[src/rtl/mem_stage.sv]
// mem_stage: memory-access stage between the EX/ME and ME/WB registers.
// Issues loads/stores on a valid/ready port and aligns load data for write-back.
module mem_stage (
  input  logic        clk,
  input  logic        rst,
  input  logic        me_mem_rena,
  input  logic        me_mem_wena,
  input  logic        me_mem_ext_un,
  input  logic        me_mem_to_reg,
  input  logic [7:0]  me_mem_byte_enable,
  input  logic [63:0] me_alu_result,
  input  logic [63:0] me_new_rs2_data,
  input  logic        me_rd_wena,
  input  logic [4:0]  me_rd_waddr,
  input  logic [63:0] me_pc,
  input  logic [31:0] me_inst,
  input  logic        me_advance,
  output logic        dmem_req_valid,
  input  logic        dmem_req_ready,
  output logic        dmem_we,
  output logic [63:0] dmem_addr,
  output logic [63:0] dmem_wdata,
  output logic [7:0]  dmem_wstrb,
  input  logic        dmem_resp_valid,
  input  logic [63:0] dmem_rdata,
  output logic        mem_stall_req,
  output logic        mem_rd_wena,
  output logic [4:0]  mem_rd_waddr,
  output logic [63:0] mem_rd_wdata,
  output logic [63:0] mem_pc,
  output logic [31:0] mem_inst
);

  typedef enum logic [1:0] {
    IDLE,
    WAIT,
    DONE
  } state_t;

  state_t      state_q;
  state_t      state_d;
  logic [63:0] rdata_q;
  logic        access;
  logic        cap;
  logic [5:0]  sh;
  logic [3:0]  nbytes;
  logic        sz_b;
  logic        sz_h;
  logic        sz_w;
  logic        sgn;
  logic [63:0] shifted;
  logic [63:0] load_val;

  // A zero byte mask turns the instruction into a plain ALU op.
  assign access = (me_mem_rena | me_mem_wena) & (|me_mem_byte_enable);
  assign sh     = {me_alu_result[2:0], 3'b000};

  always_ff @(posedge clk or posedge rst) begin
    if (rst) begin
      state_q <= IDLE;
    end else begin
      state_q <= state_d;
    end
  end

  always_ff @(posedge clk or posedge rst) begin
    if (rst) begin
      rdata_q <= '0;
    end else if (cap) begin
      rdata_q <= dmem_rdata;
    end
  end

  always_comb begin
    state_d        = state_q;
    dmem_req_valid = 1'b0;
    cap            = 1'b0;
    unique case (state_q)
      IDLE: begin
        if (access) begin
          dmem_req_valid = 1'b1;
          if (dmem_req_ready) begin
            state_d = WAIT;
          end
        end
      end
      WAIT: begin
        if (dmem_resp_valid) begin
          cap     = 1'b1;
          state_d = DONE;
        end
      end
      DONE: begin
        if (me_advance) begin
          state_d = IDLE;
        end
      end
      default: state_d = IDLE;
    endcase
  end

  assign dmem_we    = me_mem_wena & access;
  assign dmem_addr  = {me_alu_result[63:3], 3'b000};
  assign dmem_wdata = me_new_rs2_data << sh;
  assign dmem_wstrb = me_mem_byte_enable;

  always_comb begin
    nbytes = '0;
    for (int i = 0; i < 8; i++) begin
      nbytes = nbytes + {3'b000, me_mem_byte_enable[i]};
    end
  end

  assign sz_b    = (nbytes == 4'd1);
  assign sz_h    = (nbytes == 4'd2);
  assign sz_w    = (nbytes == 4'd4);
  assign shifted = rdata_q >> sh;

  always_comb begin
    sgn      = 1'b0;
    load_val = shifted;
    unique case (1'b1)
      sz_b: begin
        sgn      = ~me_mem_ext_un & shifted[7];
        load_val = {{56{sgn}}, shifted[7:0]};
      end
      sz_h: begin
        sgn      = ~me_mem_ext_un & shifted[15];
        load_val = {{48{sgn}}, shifted[15:0]};
      end
      sz_w: begin
        sgn      = ~me_mem_ext_un & shifted[31];
        load_val = {{32{sgn}}, shifted[31:0]};
      end
      default: load_val = shifted;
    endcase
  end

  assign mem_stall_req = access & (state_q != DONE);
  assign mem_rd_wena   = me_rd_wena & ~mem_stall_req;
  assign mem_rd_waddr  = me_rd_waddr;
  assign mem_rd_wdata  = (me_mem_to_reg & access) ? load_val : me_alu_result;
  assign mem_pc        = me_pc;
  assign mem_inst      = me_inst;

endmodule

[config.mk]
export PLATFORM = sky130hd
export DESIGN_NAME = mem_stage
export DESIGN_NICKNAME = d
export VERILOG_FILES = /design/src/rtl/mem_stage.sv
export SDC_FILE = /design/constraint.sdc
export NUM_CORES = 1
export LEC_CHECK = 0
export ABC_AREA = 1
export CAP_MARGIN = 20
export CORE_AREA = 3 3 240 242
export DETAILED_ROUTE_END_ITERATION = 16
export DIE_AREA = 0 0 243 245
export PLACE_DENSITY = 0.52
export REMOVE_ABC_BUFFERS = 1
export SLEW_MARGIN = 15
export SYNTH_ARGS = -nofsm -noshare
export SYNTH_HDL_FRONTEND = slang
export SYNTH_SLANG_ARGS = --single-unit
[constraint.sdc]
create_clock -name clk -period 12.1 [get_ports clk]
set_clock_uncertainty 0.2 [all_clocks]
set_input_delay 2.42 -clock clk [delete_from_list [all_inputs] [get_ports clk]]
set_output_delay 2.42 -clock clk [all_outputs]
set_load 0.02 [all_outputs]
Yosys cells after proc, flatten, opt, wreduce, memory -nomap -nowiden

Index checks and enable logic that the tools add are counted.
W data, S select, Z words.

Register bits after elaboration: 66

$add $sub $neg: 7
Equality and inequality tests: 10
Shifts and indexed selects: 2
Multiplexer cells: 11
Bitwise operators: 11
Reduce and logical (&&, ||, !) cells: 3

Operators with widths:

| kind                 | number |
|---|---|
| $pmux W64 S3         | 1 |
| $mux W64             | 1 |
| $shl A64 B6 Y64      | 1 |
| $shr A64 B6 Y64      | 1 |
| $add A4 B1 Y4        | 4 |
| $ne A2 B2 Y1 const B | 5 |
| $and A1 B1 Y1        | 8 |
| $mux W2              | 4 |
| $reduce_or A8 Y1     | 1 |
| $pmux W2 S3          | 1 |
| $add A3 B1 Y4        | 1 |
| $eq A4 B1 Y1 const B | 1 |
| $eq A4 B2 Y1 const B | 1 |
| $eq A4 B3 Y1 const B | 1 |
| $mux W1              | 4 |
| $reduce_and A4 Y1    | 1 |
| $add A2 B1 Y3        | 1 |
| $add A1 B1 Y2        | 1 |
| $eq A2 B1 Y1 const B | 1 |
| $eq A2 B2 Y1 const B | 1 |
| $logic_not A2 Y1     | 1 |
| $not A1 Y1           | 2 |
| $or A1 B1 Y1         | 1 |

Depth between registers and ports, before layout

Depth in word-level cells: 10
Depth in mapped cells: 19

Worst setup path after synthesis

OpenSTA, ideal clock, no wires.

Path kind: input-to-output
Start point: input port me_mem_byte_enable[0]
End point: output port mem_rd_wdata[19]
Arrival: 5765 ps
Required time: 9480 ps
Path slack: 3715 ps
Cell stages on the path: 15
Buffers on the path: 1
Cell sequence: inv_1 > fa_1 > fa_1 > fa_1 > inv_1 > ha_1 > inv_1 > fa_1 > nor2_1 > o211ai_1 > buf_2 > nand2_1 > inv_1 > nor2_1 > nor2_1

Word-level cells in the longest chain between the ends: 10
Elaborated cells between the ends (all ways): 15

RTL lines:

| element                                    | RTL line | text |
|---|---|---|
| start, declared                            | 10       | `input logic [7:0] me_mem_byte_enable,` |
| $add A1 B1 Y2                              | 110      | `nbytes = nbytes + {3'b000, me_mem_byte_enable[i]};` |
| $add A2 B1 Y3                              | 110      |  |
| $add A3 B1 Y4                              | 110      |  |
| $add A4 B1 Y4 (4 in series)                | 110      |  |
| $eq A4 B3 Y1, or another cell as far along | 116      | `assign sz_w = (nbytes == 4'd4);` |
| $pmux W64 S3                               | 122      | `unique case (1'b1)` |
| $mux W64 *                                 | 142      | `assign mem_rd_wdata = (me_mem_to_reg & access) ? load_val : me_alu_result;` |
| end, declared                              | 29       | `output logic [63:0] mem_rd_wdata,` |

Every way passes the cells marked *; elsewhere a longest branch is shown, timed or not.

Final worst setup path

Start point: input port me_mem_byte_enable[0]
End point: output port mem_rd_wdata[46]

Same word-level chain as after synthesis.

==> reports/metrics.yaml <==
outcome: "finished clean"
cts_buffer_depth: 2
p_int_mw: 0.876
htreeDepth: 3
cp-start-kind: "primary input"
r2r_cells: 3
grt_usage: 0.182
drt_wl_total_mm: 56.1
cts.reportedPaths.clkPinSlew_ns: 0.06
cp.arrival_ns: 7.94
ys_ff_latch: 66
fp.dieH_um: 245
viasPerCell: 4.36
power_leakage_nw: 5.79
synth_top_family_by_area: "simple AND/OR/NAND/NOR gates"
fp.dieW_um: 243
nets: 1979
final_hold_viol_count: 0
period_share: 0.872
cts_sinks: 66
hold_path_depth: 1
hold_start: "rdata_q[6]"
comb_power_share: 0.603
tritoncts: "done"
overflow: 0
yosysWarnings: 0
final_area_um2: 12800
hp-class: "flop to flop"
r2r-end: "rdata_q[4]"
p_sw_mw: 0.772
r2r-start: "state_q[0]"
root_buffer: "clkbuf_16"
power_frac_clock: 0.158
ir_worst_vdd_v: 0.0000675
vias: 10500
routedWlPerCell_um: 23.2
slew_headroom: 0.340
synth-xor-area-share: 0
drive_above_1_share: 0.0865
holdPathEnd: "rdata_q[6]"
first_pass_iters: 5
rows: 86
dp.final_hpwl_mm: 43.5
synth.distinct_cells: 36
ant_nets: 0
crit_type: "primary input to primary output"
path_max_fanout: 32
seq_area_frac_synth: 0.180
syn_inst: 1498
synthToLayoutAreaGrowth_pct: 39.7
postCtsSetupRepairBufs: 0
setup_violations: 0
tns_ns: 0
max_cap_violations: 0
port_buffers: 410
gp_congestion: 0.982
drcViolationCount: 0
dieArea_um2: 59500
antenna_found_initial: 4
syn_area_per_cell_um2: 6.12
clock_latency_ns: 0.36
tightestPinTransition_ns: 0.989
synth_fa_ha_area_frac: 0.0142
yosys.area_share.simple: 0.346
grt_max_degree: 116
postCtsHoldBufs: 0
coreArea_um2: 55300
cp.required_ns: 9.48
grt_pass1_wl_mm: 78.6
r2r_setup_slack_ns: 9.74
netlist_area_um2: 9170
grt_pass1_vias: 10600
fmax_mhz: 94.7
p_per_area_nw_per_um2: 129
placed_area_um2: 12500
drtIter0Drc: 722
cts.repair.resized: 0
cts_buffers: 9
switching_share: 0.468
drv_slew: 0
synthMuxAreaShare: 0.0595
start_util: 0.166
period_needed_ns: 10.56
synth_compound_area_frac: 0.144
fillers: 6327
seq_power_share: 0.239
rsz0062_at_grt: "no"
endpoint_kind: "primary output"
ios: 616
## through the flow
step	setup WS, ns	total power, mW	hold WS [ns]	instances	util
after floorplan	3.37	0.925	0.266	1223	-
after global placement	1.54	1.40	0.290	2397	0.227
after detailed placement	1.48	1.40	0.299	2397	0.227
after CTS	1.46	1.68	0.312	2412	0.232
after global routing	1.19	1.79	0.327	2412	0.232
final	1.54	1.65	0.314	2415	0.232
## sequential cells by signal, indices dropped and copies added (netlist names)
register  cells
rdata_q      64
state_q       2
## synth_stat cells
cell type / instances / share of area
mux2_2: 28 / 0.034
nor3_1: 1 / 0.00055
nand3_2: 2 / 0.0022
dfrtp_1: 66 / 0.18
buf_6: 7 / 0.0086
or2_2: 46 / 0.031
buf_4: 181 / 0.15
or2_0: 1 / 0.00068
nor2_2: 20 / 0.014
clkbuf_1: 24 / 0.0098
buf_2: 52 / 0.028
nand2_1: 340 / 0.14
o21ai_1: 2 / 0.0011
o21a_1: 1 / 0.00082
a21oi_1: 54 / 0.029
conb_1: 1 / 0.00041
nand4_1: 5 / 0.0034
fa_1: 4 / 0.0087
nor2_1: 163 / 0.067
a31oi_1: 7 / 0.0048
nand2_2: 5 / 0.0034
buf_1: 12 / 0.0049
buf_12: 1 / 0.0022
ha_1: 4 / 0.0055
mux2i_1: 23 / 0.025
o31ai_1: 1 / 0.00082
or2_1: 1 / 0.00068
o21bai_1: 32 / 0.026
inv_2: 3 / 0.0012
nand3_1: 147 / 0.080
o21ai_0: 102 / 0.056
o22ai_1: 1 / 0.00068
o32ai_1: 1 / 0.00095
o211ai_1: 29 / 0.024
nand3_4: 2 / 0.0038
inv_1: 129 / 0.053
## cell type report
| cell class | instances | area, um2 | area share |
|---|---|---|---|
| inverter | 132 | 503 | 0.0392 |
| antenna | 3 | 7.51 | 0.000586 |
| timing repair buffer | 426 | 4240 | 0.331 |
| multi-input combinational | 1025 | 5200 | 0.406 |
| sequential | 66 | 1650 | 0.129 |
| clock buffer | 12 | 256 | 0.0200 |
| tap | 748 | 936 | 0.0730 |
| clock inverter | 3 | 15.0 | 0.00117 |
## cell usage in the layout, fill, tap and decap left out, types with 29 or more instances in the layout
master / n
clkdlybuf4s50_1: 407
a21oi_1: 54
dfrtp_1: 66
o21bai_1: 32
o21ai_0: 102
nor2_1: 163
nand3_1: 144
o211ai_1: 29
inv_1: 127
nand2_1: 340
or2_2: 46
## cell families after synthesis
group | count (synthesis)
multiplexers | 51
adder cells (fa/ha/maj) | 8
buffers and inverters | 409
other | 1
flip-flops | 66
AND/OR/NAND/NOR | 733
AO/OA/AOI/OAI | 230
## worst max path at each step
| stage | from | end | slack, ns | cells past startpoint |
|---|---|---|---|---|
| floorplan | me_mem_byte_enable[0] | mem_rd_wdata[32] | 3.37 | 15 |
| global placement | me_mem_byte_enable[0] | mem_rd_wdata[46] | 1.54 | 18 |
| detailed placement | me_mem_byte_enable[0] | mem_rd_wdata[46] | 1.48 | 18 |
| CTS | me_mem_byte_enable[0] | mem_rd_wdata[46] | 1.46 | 18 |
| global route | me_mem_byte_enable[0] | mem_rd_wdata[46] | 1.19 | 18 |
| finish | me_mem_byte_enable[0] | mem_rd_wdata[46] | 1.54 | 18 |
## per-layer routing
metal / global-route usage / part of all wire / vias up
li1: - / - / 4940
met1: 0.222 / 0.43 / 4812
met2: 0.253 / 0.39 / 707
met3: 0.125 / 0.15 / 65
met4: 0.0446 / 0.018 / 16
met5: 0.0735 / 0.011 / -
## worst max-delay path, cell delays in order
cell             delay, ns
clkdlybuf4s50_1       0.49
inv_1                 0.08
fa_1                  0.56
fa_1                  0.42
fa_1                  0.45
inv_1                 0.07
ha_1                  0.15
inv_1                 0.06
fa_1                  0.58
nand2_1               0.06
inv_1                 0.09
nand3_2               0.36
nor2_1                0.25
nand2_2               0.30
nand3_4               0.48
nor2_1                0.08
nor2_1                0.30
clkdlybuf4s50_1       0.72
## power groups by stage
stage / clock (mW) / combinational (mW) / sequential (mW)
after floorplan: 0 / 0.550 / 0.375
after global placement: 0 / 1.00 / 0.395
after detailed placement: 0 / 1.01 / 0.397
after CTS: 0.275 / 1.01 / 0.394
after global routing: 0.278 / 1.10 / 0.407
final: 0.260 / 0.994 / 0.395
Power figures use the tool's default switching activity.
==> edit 1, RTL diff (config.mk and constraints unchanged) <==
Make the reset (`rst`) synchronous in 2 clocked blocks.
--- a/src/rtl/mem_stage.sv
+++ b/src/rtl/mem_stage.sv
@@ -56,5 +56,5 @@
   assign sh     = {me_alu_result[2:0], 3'b000};
 
-  always_ff @(posedge clk or posedge rst) begin
+  always_ff @(posedge clk) begin
     if (rst) begin
       state_q <= IDLE;
@@ -64,5 +64,5 @@
   end
 
-  always_ff @(posedge clk or posedge rst) begin
+  always_ff @(posedge clk) begin
     if (rst) begin
       rdata_q <= '0;
Function: differs if rst is asserted again (counterexample within 4 cycles, from zero or initial values and one cycle with rst high); with rst held inactive, the same outputs for 4 cycles.
==> edit 1 against the unedited design <==
Combinational power decreased by 37%. Worst setup slack better by 86 ps. Final area fell by 1.4%. Area after synthesis down 1.3%. Power is 31% lower. Die area did not move. Largest cell class unchanged. Register-to-register slack got worse by 170 ps. Core utilization decreased by 0.32 points. Sequential cell count unchanged. Hold slack worse by 51 ps. Sequential share of layout area shrank 2.4 points. Wire length is 6.6% higher. Critical endpoint is now mem_rd_wdata[52]. Largest power group unchanged.
==> edit 1: results (changes against the unedited design) <==
Routed Wire Length=59800 um (+6.6%); Hold Path Class=reg2reg; crit-path max cell delay=620 ps (-100 ps); initial antenna violation count=6 (+2); # Post-CTS Setup Buffers=0 (unchanged); IO buf count=410 (unchanged); Synth area leaders=nand2_1 (16%), buf_4 (15%), dfxtp_1 (15%); drt pass-1 iters=6 (+1); clock transition at the registers of the reported paths=about 70 ps; Clk Latency, worst-skew pair=roughly 350 ps; # nets final=2048 (+3.5%); Distinct cells, synth=33 (-8.3%); share of layout cells above drive strength 1=0.0715 (-0.0150); first-pass GRT wire length=82500 um (+5.0%); CP Max Fanout=22 (-31%); post-CTS resize count=0 (unchanged); Vias=11300 (+6.9%); Max Cap Viol=0 (unchanged); layout filler cell count=6318 (-0.14%); CTS Buf Count=9 (unchanged); M2 GR Usage=0.266 (+0.0133); GR Util met1=0.225 (+0.00343); met3 Track Usage GR=0.150 (+0.0250); CTS Root Cell=clkbuf_16; Yosys warning count=0 (unchanged); Post-synth ARST share=0 (-1.00); WP data arrival=7850 ps (-90 ps); biggest regs=rdata_q x64, state_q x2; prevailing post-synth register cell=dfxtp_1; Worst VDD drop=0.0443 mV (-34%); Reg with most FFs=rdata_q; pre-CTS WS=1560 ps (+80.0 ps); status=complete, no violations; LEAKAGE=5.27 nW (-8.9%); htree depth=3 (unchanged); largest net degree at the start of global routing=70 (-40%); All-Layer GR Usage=0.192 (+0.0102); CP max stage cell=clkdlybuf4s50_1; Int Pwr=0.000638 W (-27%); Seq/Total Area, Yosys=0.146 (-0.0341); Max clock buf depth=2 (unchanged); GP Congestion=0.870 (-11%); initial DRC count=797 (+10%); Max-slew headroom=0.394 (+0.0534); dpl hpwl=45700 um (+5.0%); synth cell count leaders=nand2_1 (392), buf_4 (181), nor2_1 (154)
edit 1: cell types whose count changed in the layout (fill, tap and decap cells not counted), moves of 26 or more:
cell / change
dfxtp_1: +65
mux2_2: -28
nand2_1: +52
o21ai_0: +26
dfrtp_1: -66
a211oi_1: +35
nand4_1: +26
o21bai_1: -32
edit 1: routing by layer:
layer,vias up,wire [um],part of all wire
li1,5242,-,-
met1,5130,24100,0.40
met2,802,23300,0.39
met3,71,10700,0.18
met4,20,935,0.016
met5,-,883,0.015
edit 1: final cells by class:
type / instances / share of cell area
flip-flops and latches: 66 / 0.105
repair buffers: 428 / 0.334
clock inverters: 7 / 0.00544
well taps: 748 / 0.0741
multi-input cells: 1095 / 0.424
diodes: 4 / 0.000792
inverters: 129 / 0.0389
clock buffers: 9 / 0.0178
edit 1: worst paths after layout:
check                              from          endpoint  slack (ps)  depth (start not counted)
setup reg to reg             state_q[1]       rdata_q[19]        9570                          6
setup / recovery  me_mem_byte_enable[0]  mem_rd_wdata[52]        1630                         18
hold reg to reg              rdata_q[7]        rdata_q[7]         260                          2
hold / removal               rdata_q[7]        rdata_q[7]         260                          2
edit 1: cells by family after synthesis:
logic type | after synthesis | share of synthesized area
multiplexers | 23 | 0.0254
AND/OR/NAND/NOR | 806 | 0.390
other | 1 | 0.000414
flip-flops | 66 | 0.146
adder cells (fa/ha/maj) | 8 | 0.0144
buffers and inverters | 421 | 0.264
AO/OA/AOI/OAI | 255 | 0.159
edit 1: through the flow:
step | utilization | instances | area, um^2 | power (W) | hold WS (ps)
6_report | 0.229 | 2486 | 12600 | 0.00114 | 262
5_1_grt | 0.228 | 2484 | 12600 | 0.00122 | 282
4_1_cts | 0.228 | 2482 | 12600 | 0.00117 | 264
3_5_place_dp | 0.223 | 2466 | 12300 | 0.000875 | 251
3_3_place_gp | 0.223 | 2466 | 12300 | 0.000875 | 251
2_1_floorplan | - | 1290 | 7150 | 0.000512 | 232
edit 1: power by group through the flow:
stage | combinational [W] | sequential [W] | clock [W]
finish | 0.000631 | 0.000233 | 0.000278
floorplan | 0.000275 | 0.000238 | 0
detailed placement | 0.000637 | 0.000238 | 0
global route | 0.000688 | 0.000234 | 0.000298
global placement | 0.000637 | 0.000238 | 0
CTS | 0.000642 | 0.000233 | 0.000291
edit 1: worst max-delay path: cells and delay by family:
family	cells	cell delay [ps]
buffers and inverters	6	1780
AOI/OAI and AO/OA	1	320
and+or+nand+nor	6	1230
adders and majority gates	5	2090
==> edit 2, RTL diff (same settings) <==
Without the edit above. The 3 states of `state_t` get a one-hot encoding in 3 bits.
--- a/src/rtl/mem_stage.sv
+++ b/src/rtl/mem_stage.sv
@@ -32,8 +32,8 @@
 );
 
-  typedef enum logic [1:0] {
-    IDLE,
-    WAIT,
-    DONE
+  typedef enum logic [2:0] {
+    IDLE = 3'b001,
+    WAIT = 3'b010,
+    DONE = 3'b100
   } state_t;
 
Check against the original RTL: no difference found for any inputs over 4 cycles, from zero or initial values and one cycle with rst high; so few cycles prove little.
==> edit 2 against the unedited design <==
Count of clock-buffer cells in the layout unchanged. Largest cell class unchanged. Area after synthesis increased by 1.0%. Power grew 2.4%. Core utilization up 0.24 points. Worst setup slack better by 370 ps. Sequential cell count increased by 1. Combinational power is 0.9% lower. Wire length grew 2.1%. Final area rose by 1.0%.
==> edit 2: results (changes against the unedited design) <==
IO buf count=410 (unchanged); Hold Path Class=reg2reg; Vias=10600 (+0.66%); initial DRC count=576 (-20%); status=complete, no violations; CP Max Fanout=33 (+3.1%); Synth Instances=1512 (+0.93%); Hold Startpoint=rdata_q[4]; GP Congestion=0.886 (-9.8%); Worst VDD drop=0.0709 mV (+5.1%); first-pass GRT wire length=80200 um (+2.1%); share of layout cells above drive strength 1=0.0876 (+0.00107); pre-CTS WS=1800 ps (+318 ps); synth cell count leaders=nand2_1 (344), buf_4 (185), nor2_1 (162); largest net degree at the start of global routing=73 (-37%); layout filler cell count=6330 (+0.047%); Sw Ratio=0.456 (-0.0120); # nets final=1992 (+0.66%); Seq/Total Area, Yosys=0.181 (+0.000988); dpl hpwl=44700 um (+2.9%); Routed WL per cell=23.6 um (+1.6%); CP max stage cell=nand3_2; placed insts=2410 (+0.54%); reg2reg path depth=5 (+2); Via density=4.37 (+0.13%); LEAKAGE=5.87 nW (+1.4%); Distinct cells, synth=37 (+2.8%); crit-path max cell delay=770 ps (+50 ps); hold-critical path depth=1 (unchanged); Synth area leaders=dfrtp_1 (18%), buf_4 (15%), nand2_1 (14%); Max-slew headroom=0.364 (+0.0237); reg-to-reg startpoint=state_q[0]; initial antenna violation count=2 (-2); All-Layer GR Usage=0.187 (+0.00458); CTS Root Cell=clkbuf_16; biggest regs=rdata_q x64, state_q x3
[edit 2: worst paths after layout]
kind | end | slack (ps)
worst max-delay path | mem_rd_wdata[40] | 1910
worst min-delay path | rdata_q[4] | 310
worst max register to register | rdata_q[5] | 9510
worst min register to register | rdata_q[4] | 310
max in group asynchronous | rdata_q[24] | 8450
min in group asynchronous | rdata_q[2] | 2190
[edit 2: area by class of cell]
class                      instances  area [um^2]  area share
sequential                        67         1680       0.130
clock inverter                     4         72.6     0.00561
timing repair buffer             425         4210       0.325
clock buffer                      12          256      0.0198
antenna                            2         5.00    0.000387
multi-input combinational       1033         5270       0.407
inverter                         137          522      0.0403
tap                              748          936      0.0723
[edit 2: cells by family after synthesis]
logic type                 count (synthesis)  synth area share
muxes                                     51            0.0589
AOI/OAI and AO/OA                        229             0.141
and+or+nand+nor                          742             0.352
adders and majority gates                  8            0.0140
buffers and inverters                    414             0.253
other                                      1          0.000405
DFF                                       67             0.181
[edit 2: per-stage QoR]
| step | area (um^2) | total power [W] | hold WS [ps] |
|---|---|---|---|
| 2_1_floorplan | 7450 | 0.000929 | 278 |
| 3_3_place_gp | 12600 | 0.00139 | 289 |
| 3_5_place_dp | 12600 | 0.00140 | 297 |
| 4_1_cts | 12900 | 0.00172 | 310 |
| 5_1_grt | 12900 | 0.00183 | 320 |
| 6_report | 12900 | 0.00169 | 308 |
[edit 2: power by group through the flow]
stage | clock network (W) | logic (W) | registers [W]
after global placement | 0 | 0.000989 | 0.000397
after floorplan | 0 | 0.000552 | 0.000377
after detailed placement | 0 | 0.000998 | 0.000400
final | 0.000306 | 0.000985 | 0.000397
after global routing | 0.000328 | 0.00109 | 0.000411
after CTS | 0.000321 | 0.00100 | 0.000396
[edit 2: routing by layer]
layer,track usage,routed length (um),up-vias
met2,0.276,23300,701
li1,-,-,4989
met5,0.0711,592,-
met4,0.0322,646,14
met1,0.229,24700,4861
met3,0.112,8000,45
[edit 2: critical path: cells and delay by family]
kind | cells | cell delay (ps)
adder cells (fa/ha/maj) | 5 | 2100
buffers and inverters | 6 | 1280
AND/OR/NAND/NOR | 7 | 1740
